$ cat config.mk
export PLATFORM = sky130hd
export DESIGN_NAME = car_motion_ctrl
export DESIGN_NICKNAME = d
export VERILOG_FILES = /design/src/rtl/car_motion_ctrl.sv
export SDC_FILE = /design/constraint.sdc
export NUM_CORES = 1
export LEC_CHECK = 0
export ABC_CLOCK_PERIOD_IN_PS = 7700
export CORE_UTILIZATION = 43
export CTS_CLUSTER_DIAMETER = 120
export DETAILED_ROUTE_END_ITERATION = 10
export HOLD_SLACK_MARGIN = 0.06
export PLACE_DENSITY = 0.67
export SLEW_MARGIN = 10
export SYNTH_ARGS = -nofsm -noshare
export SYNTH_HDL_FRONTEND = slang
export SYNTH_SLANG_ARGS = --single-unit
$ cat constraint.sdc
create_clock -name clock -period 7.7 [get_ports clock]
set_input_delay 1.54 -clock clock [delete_from_list [all_inputs] [get_ports clock]]
set_output_delay 1.54 -clock clock [all_outputs]
set_load 0.03 [all_outputs]
$ cat src/rtl/car_motion_ctrl.sv
// Car position/heading owner for the animation block: accepts one-step move
// requests, checks screen bounds and two collision-ROM corner pixels, then commits or blocks.
module car_motion_ctrl #(
  parameter logic [7:0] START_X = 8'd10,
  parameter logic [6:0] START_Y = 7'd10,
  parameter int         CAR_W   = 8,
  parameter int         CAR_H   = 8,
  parameter int         STEP    = 1,
  parameter int         SCR_W   = 160,
  parameter int         SCR_H   = 120
) (
  input  logic        clock,
  input  logic        resetn,
  input  logic        ldXY,
  input  logic        key_up,
  input  logic        key_right,
  input  logic        key_down,
  input  logic        key_left,
  input  logic        wallQ,
  output logic [14:0] wallAddr,
  output logic [7:0]  nextX,
  output logic [6:0]  nextY,
  output logic [2:0]  dir,
  output logic        moveDone,
  output logic        blocked
);

  typedef enum logic [2:0] {IDLE, RD_A, RD_B, CHK, DONE} state_t;

  localparam logic [2:0] DIR_UP    = 3'd0;
  localparam logic [2:0] DIR_RIGHT = 3'd1;
  localparam logic [2:0] DIR_DOWN  = 3'd2;
  localparam logic [2:0] DIR_LEFT  = 3'd3;

  state_t      state, stateNext;
  logic [7:0]  cxReg;
  logic [6:0]  cyReg;
  logic [14:0] addrBReg;
  logic        hitA;

  logic        keyAny;
  logic        accept;
  logic [2:0]  reqDir;
  logic [7:0]  cx, xRight;
  logic [6:0]  cy, yBottom;
  logic        outOfBounds;
  logic [14:0] addrA, addrB;

  // y*160 + x built from shifts so no multiplier is needed.
  function automatic logic [14:0] pixAddr(input logic [7:0] px, input logic [6:0] py);
    logic [14:0] yWide;
    yWide = {8'd0, py};
    return (yWide << 7) + (yWide << 5) + {7'd0, px};
  endfunction

  // NOTE: every always_comb output gets a default first so no path leaves it unassigned (no latch).
  always_comb begin
    keyAny      = key_up | key_right | key_down | key_left;
    accept      = (state == IDLE) && ldXY && keyAny;
    reqDir      = key_up ? DIR_UP : key_right ? DIR_RIGHT : key_down ? DIR_DOWN : DIR_LEFT;
    cx          = nextX;
    cy          = nextY;
    outOfBounds = 1'b0;
    case (reqDir)
      DIR_UP: begin
        outOfBounds = {2'b00, nextY} < 9'(STEP);
        cy          = nextY - 7'(STEP);
      end
      DIR_RIGHT: begin
        outOfBounds = ({1'b0, nextX} + 9'(STEP + CAR_W)) > 9'(SCR_W);
        cx          = nextX + 8'(STEP);
      end
      DIR_DOWN: begin
        outOfBounds = ({2'b00, nextY} + 9'(STEP + CAR_H)) > 9'(SCR_H);
        cy          = nextY + 7'(STEP);
      end
      default: begin
        outOfBounds = {1'b0, nextX} < 9'(STEP);
        cx          = nextX - 8'(STEP);
      end
    endcase

    // Leading-edge corners of the candidate footprint.
    xRight  = cx + 8'(CAR_W - 1);
    yBottom = cy + 7'(CAR_H - 1);
    case (reqDir)
      DIR_UP:    begin addrA = pixAddr(cx, cy);          addrB = pixAddr(xRight, cy);      end
      DIR_RIGHT: begin addrA = pixAddr(xRight, cy);      addrB = pixAddr(xRight, yBottom); end
      DIR_DOWN:  begin addrA = pixAddr(cx, yBottom);     addrB = pixAddr(xRight, yBottom); end
      default:   begin addrA = pixAddr(cx, cy);          addrB = pixAddr(cx, yBottom);     end
    endcase
  end

  always_comb begin
    stateNext = state;
    moveDone  = 1'b0;
    case (state)
      IDLE:    if (accept) stateNext = outOfBounds ? DONE : RD_A;
      RD_A:    stateNext = RD_B;
      RD_B:    stateNext = CHK;
      CHK:     stateNext = DONE;
      DONE: begin
        moveDone  = 1'b1;
        stateNext = IDLE;
      end
      default: stateNext = IDLE;
    endcase
  end

  // NOTE: sequential state uses non-blocking assignments so all registers update together at the edge.
  always_ff @(posedge clock) begin
    if (!resetn) state <= IDLE;
    else         state <= stateNext;
  end

  always_ff @(posedge clock) begin
    if (!resetn) begin
      nextX    <= START_X;
      nextY    <= START_Y;
      dir      <= DIR_RIGHT;
      wallAddr <= '0;
      blocked  <= 1'b0;
      cxReg    <= START_X;
      cyReg    <= START_Y;
      addrBReg <= '0;
      hitA     <= 1'b0;
    end else begin
      case (state)
        IDLE: if (accept) begin
          // Heading follows the key even when the move ends up blocked.
          dir      <= reqDir;
          cxReg    <= cx;
          cyReg    <= cy;
          addrBReg <= addrB;
          if (outOfBounds) blocked  <= 1'b1;
          else             wallAddr <= addrA;
        end
        RD_A: wallAddr <= addrBReg;
        RD_B: hitA     <= wallQ;
        CHK: begin
          if (hitA | wallQ) begin
            blocked <= 1'b1;
          end else begin
            nextX   <= cxReg;
            nextY   <= cyReg;
            blocked <= 1'b0;
          end
        end
        default: ;
      endcase
    end
  end

endmodule

==> impl_metrics.ini <==
[floorplanning]
io_pins = 43
core_um2 = 12210
core.rowCount = 40
dieArea_um2 = 13150
fp.dieW_um = 114.7
start_util_pct = 44.71
dieHeight_um = 114.7

[clock_tree]
cts_setup_buffers = 0
clkSinkCount = 67
htreeDepth = 3
cts_tree = built
cts-buffers-inserted = 9
clockBufferDepth = 2
cts_hold_buf = 0
cts-root-buf = clkbuf_16
ctsResizeCount = 0
clk_pin_slew_ns = 0.06
clock_latency_ns = 0.34

[critical_path]
worstSetupPathType = in2reg
startpoint_type = input pin
r2r_setup_slack_ns = 2.35
worstPathArrival_ns = 6.83
crit_required_ns = 7.91
r2r_cells = 22
regToRegStartpoint = nextY[0]
reg2reg_to = addrBReg[13]
end_kind = flop
critPathMaxFanout = 10

[routing]
remaining_drc_errors = 0
wl_per_cell_um = 17.50
wl_met3_um = 800
routedLengthMet1_mm = 6.887
via_count = 5241
ant_nets = 0
dr.pass1.iters = 5
vias_per_cell = 5.843
wl_mm = 15.70
dr_wl_met2_mm = 7.478
maxUsedRoutingLayer = met4
drt_iter0_drc = 420

[logic_synthesis]
synthCells = 708
synth_top_family_by_area = compound AO/OA/AOI/OAI gates
async_flop_share_pct = 0
ys_types = 83
ys_top_cells_by_count = 106 x nand2_1, 67 x dfxtp_1, 66 x a21oi_1
synthAdderAreaFrac_pct = 8.845
syn-cell-area_um2 = 5460
synth_top_area_share_pct = 24.56
synth_most_common_cell = nand2_1
synthesis.nets = 751
synth_warnings = 0
yosysTopAreaCell = dfxtp_1
synthTopCellsByArea = dfxtp_1 25%, nand2_1 7.3%, ha_1 6.6%
synth_xor_area_share_pct = 10.98
synth.avg_cell_area_um2 = 7.712
ys_ff_latch = 67
yosys.area_share.simple_pct = 24.11
ys.flop_type = dfxtp_1
synth_seq_area_share_pct = 24.56
synth_compound_area_share_pct = 25.34
synth_edf_count = 0
synthMuxAreaShare_pct = 1.673

[cells_and_area]
nets = 767
area_delta_synth_final_pct = 15.19
final_layout_size_suffix_gt1_share_pct = 7.270
fill_cells = 1211
diodes = 0

[sta]
setup_viol = 0
maxSlewHeadroom_pct = 35.74
rsz0062_at_grt = false
period_share_pct = 86.01
finalCriticalPeriod_ns = 6.623
slew_violations = 0
clock.fmax_mhz = 151.0
hold_viol = 0
worst_pin_slew_ns = 0.9609
clock_skew_ns = 0.009411
tns_ns = 0
layout_setup_ws_ns = 1.077

[power_and_ir_drop]
power_mw = 1.173
ir_drop_mv = 0.1169
p_leak_nw = 2.426
p_per_area_nw_per_um2 = 186.5

[hold_path]
hold_depth = 2
worstHoldStart = addrBReg[10]
hp-class = reg2reg
holdPathEnd = addrBReg[10]

[placement]
globalplace.congestion = 0.8754
dp_hpwl_mm = 11.41
pre_cts_slack_ns = 0.7606
io_buffers = 41

[run_status]
status = completed

[global_route]
first_global_vias = 5037
overflow = 0
grt_pass1_wl_mm = 25.79
antenna_found_initial = 0
grt_max_degree = 38
grt_use_total_pct = 25.47

[job]
drv_cap = 0
## cell families (layout without fill, tap and decap cells)
family	count (synthesis)	count (layout)
XOR/XNOR	60	60
AND/OR/NAND/NOR	267	267
flip-flops	67	67
buffers and inverters	61	82
multiplexers	9	9
other	1	1
AO/OA/AOI/OAI	208	208
adder cells (fa/ha/maj)	35	35
## layout make-up
type | instances | area (um2) | share of cell area [%]
Sequential cell | 67 | 1341 | 21.32
Inverter | 16 | 60.06 | 0.9548
Multi-Input combinational cell | 580 | 3889 | 61.83
Timing Repair Buffer | 50 | 478.0 | 7.599
Tap cell | 168 | 210.2 | 3.342
Clock buffer | 10 | 239.0 | 3.799
Clock inverter | 6 | 72.57 | 1.154
## placed cells by master (no fill, tap or decap), types with 4 or more instances in the layout
cell | netlist | layout
o221ai_1 | 4 | 4
nor2_1 | 61 | 61
nand2_1 | 106 | 106
and2_1 | 4 | 4
xor2_1 | 22 | 22
ha_1 | 29 | 29
clkbuf_16 | 0 | 9
xnor2_1 | 32 | 32
dfxtp_1 | 67 | 67
o211ai_1 | 15 | 15
o31ai_1 | 5 | 5
a22oi_1 | 7 | 7
nand4_1 | 5 | 5
nand2b_1 | 7 | 7
o21ai_0 | 29 | 29
a31oi_1 | 6 | 6
and3_1 | 4 | 4
fa_1 | 6 | 6
a21o_1 | 14 | 14
mux2i_1 | 8 | 8
o22ai_1 | 8 | 8
a21oi_1 | 66 | 66
inv_1 | 14 | 14
clkdlybuf4s50_1 | 0 | 41
a211oi_1 | 15 | 15
nor3_1 | 19 | 18
buf_4 | 2 | 9
a2111oi_0 | 4 | 4
nand3_1 | 26 | 26
## report_power, final
| part | leakage (nW) | internal, mW | switching [mW] |
|---|---|---|---|
| registers | 0.547 | 0.380 | 0.0242 |
| clock network | 0.149 | 0.262 | 0.164 |
| logic | 1.73 | 0.129 | 0.215 |
| total | 2.43 | 0.770 | 0.403 |
## sequential cells by signal (all words and copies together), names as in the netlist
signal and flops:
blocked 1, hitA 1, nextY 7, dir 2, addrBReg 15, cxReg 8
state 3, cyReg 7, nextX 8, wallAddr 15
## how the worst max path moves through the flow
stage	slack, ns	to	startpoint	cells after the start
6_report	1.08	addrBReg[13]	key_up	17
3_3_place_gp	0.93	wallAddr[13]	key_up	17
3_5_place_dp	0.76	wallAddr[13]	key_down	22
4_1_cts	1.09	wallAddr[13]	key_down	22
5_1_grt	0.52	addrBReg[13]	key_down	22
2_1_floorplan	1.51	wallAddr[13]	key_down	21
## routing by layer
layer | GRT usage (%) | up-vias
met4 | 11.43 | 0
met3 | 5.929 | 36
met1 | 30.99 | 2481
met5 | 0 | -
met2 | 42.71 | 143
li1 | - | 2581
## stage by stage
stage / area, um2 / std cells / hold WS [ns] / util (%)
6_report: 6290 / 897 / 0.4518 / 51.51
5_1_grt: 6290 / 897 / 0.4704 / 51.51
4_1_cts: 6290 / 897 / 0.4532 / 51.51
3_5_place_dp: 5978 / 881 / 0.4447 / 48.95
3_3_place_gp: 5978 / 881 / 0.4366 / 48.95
2_1_floorplan: 5460 / 708 / 0.4321 / -
## worst max-delay path: stages
cell and delay (ns):
clkdlybuf4s50_1 0.63, nor3b_4 0.65, a22oi_2 0.19, xnor2_2 0.28
nor4_4 0.53, nor2_1 0.19, fa_1 0.49, a21o_1 0.17
a21oi_1 0.25, xnor2_1 0.31, nand3_1 0.14, a211oi_1 0.28
nor2_1 0.19, a2111oi_0 0.51, nor3_1 0.13, o31ai_1 0.23
a31oi_1 0.10
(Power assumes the default switching activity.)
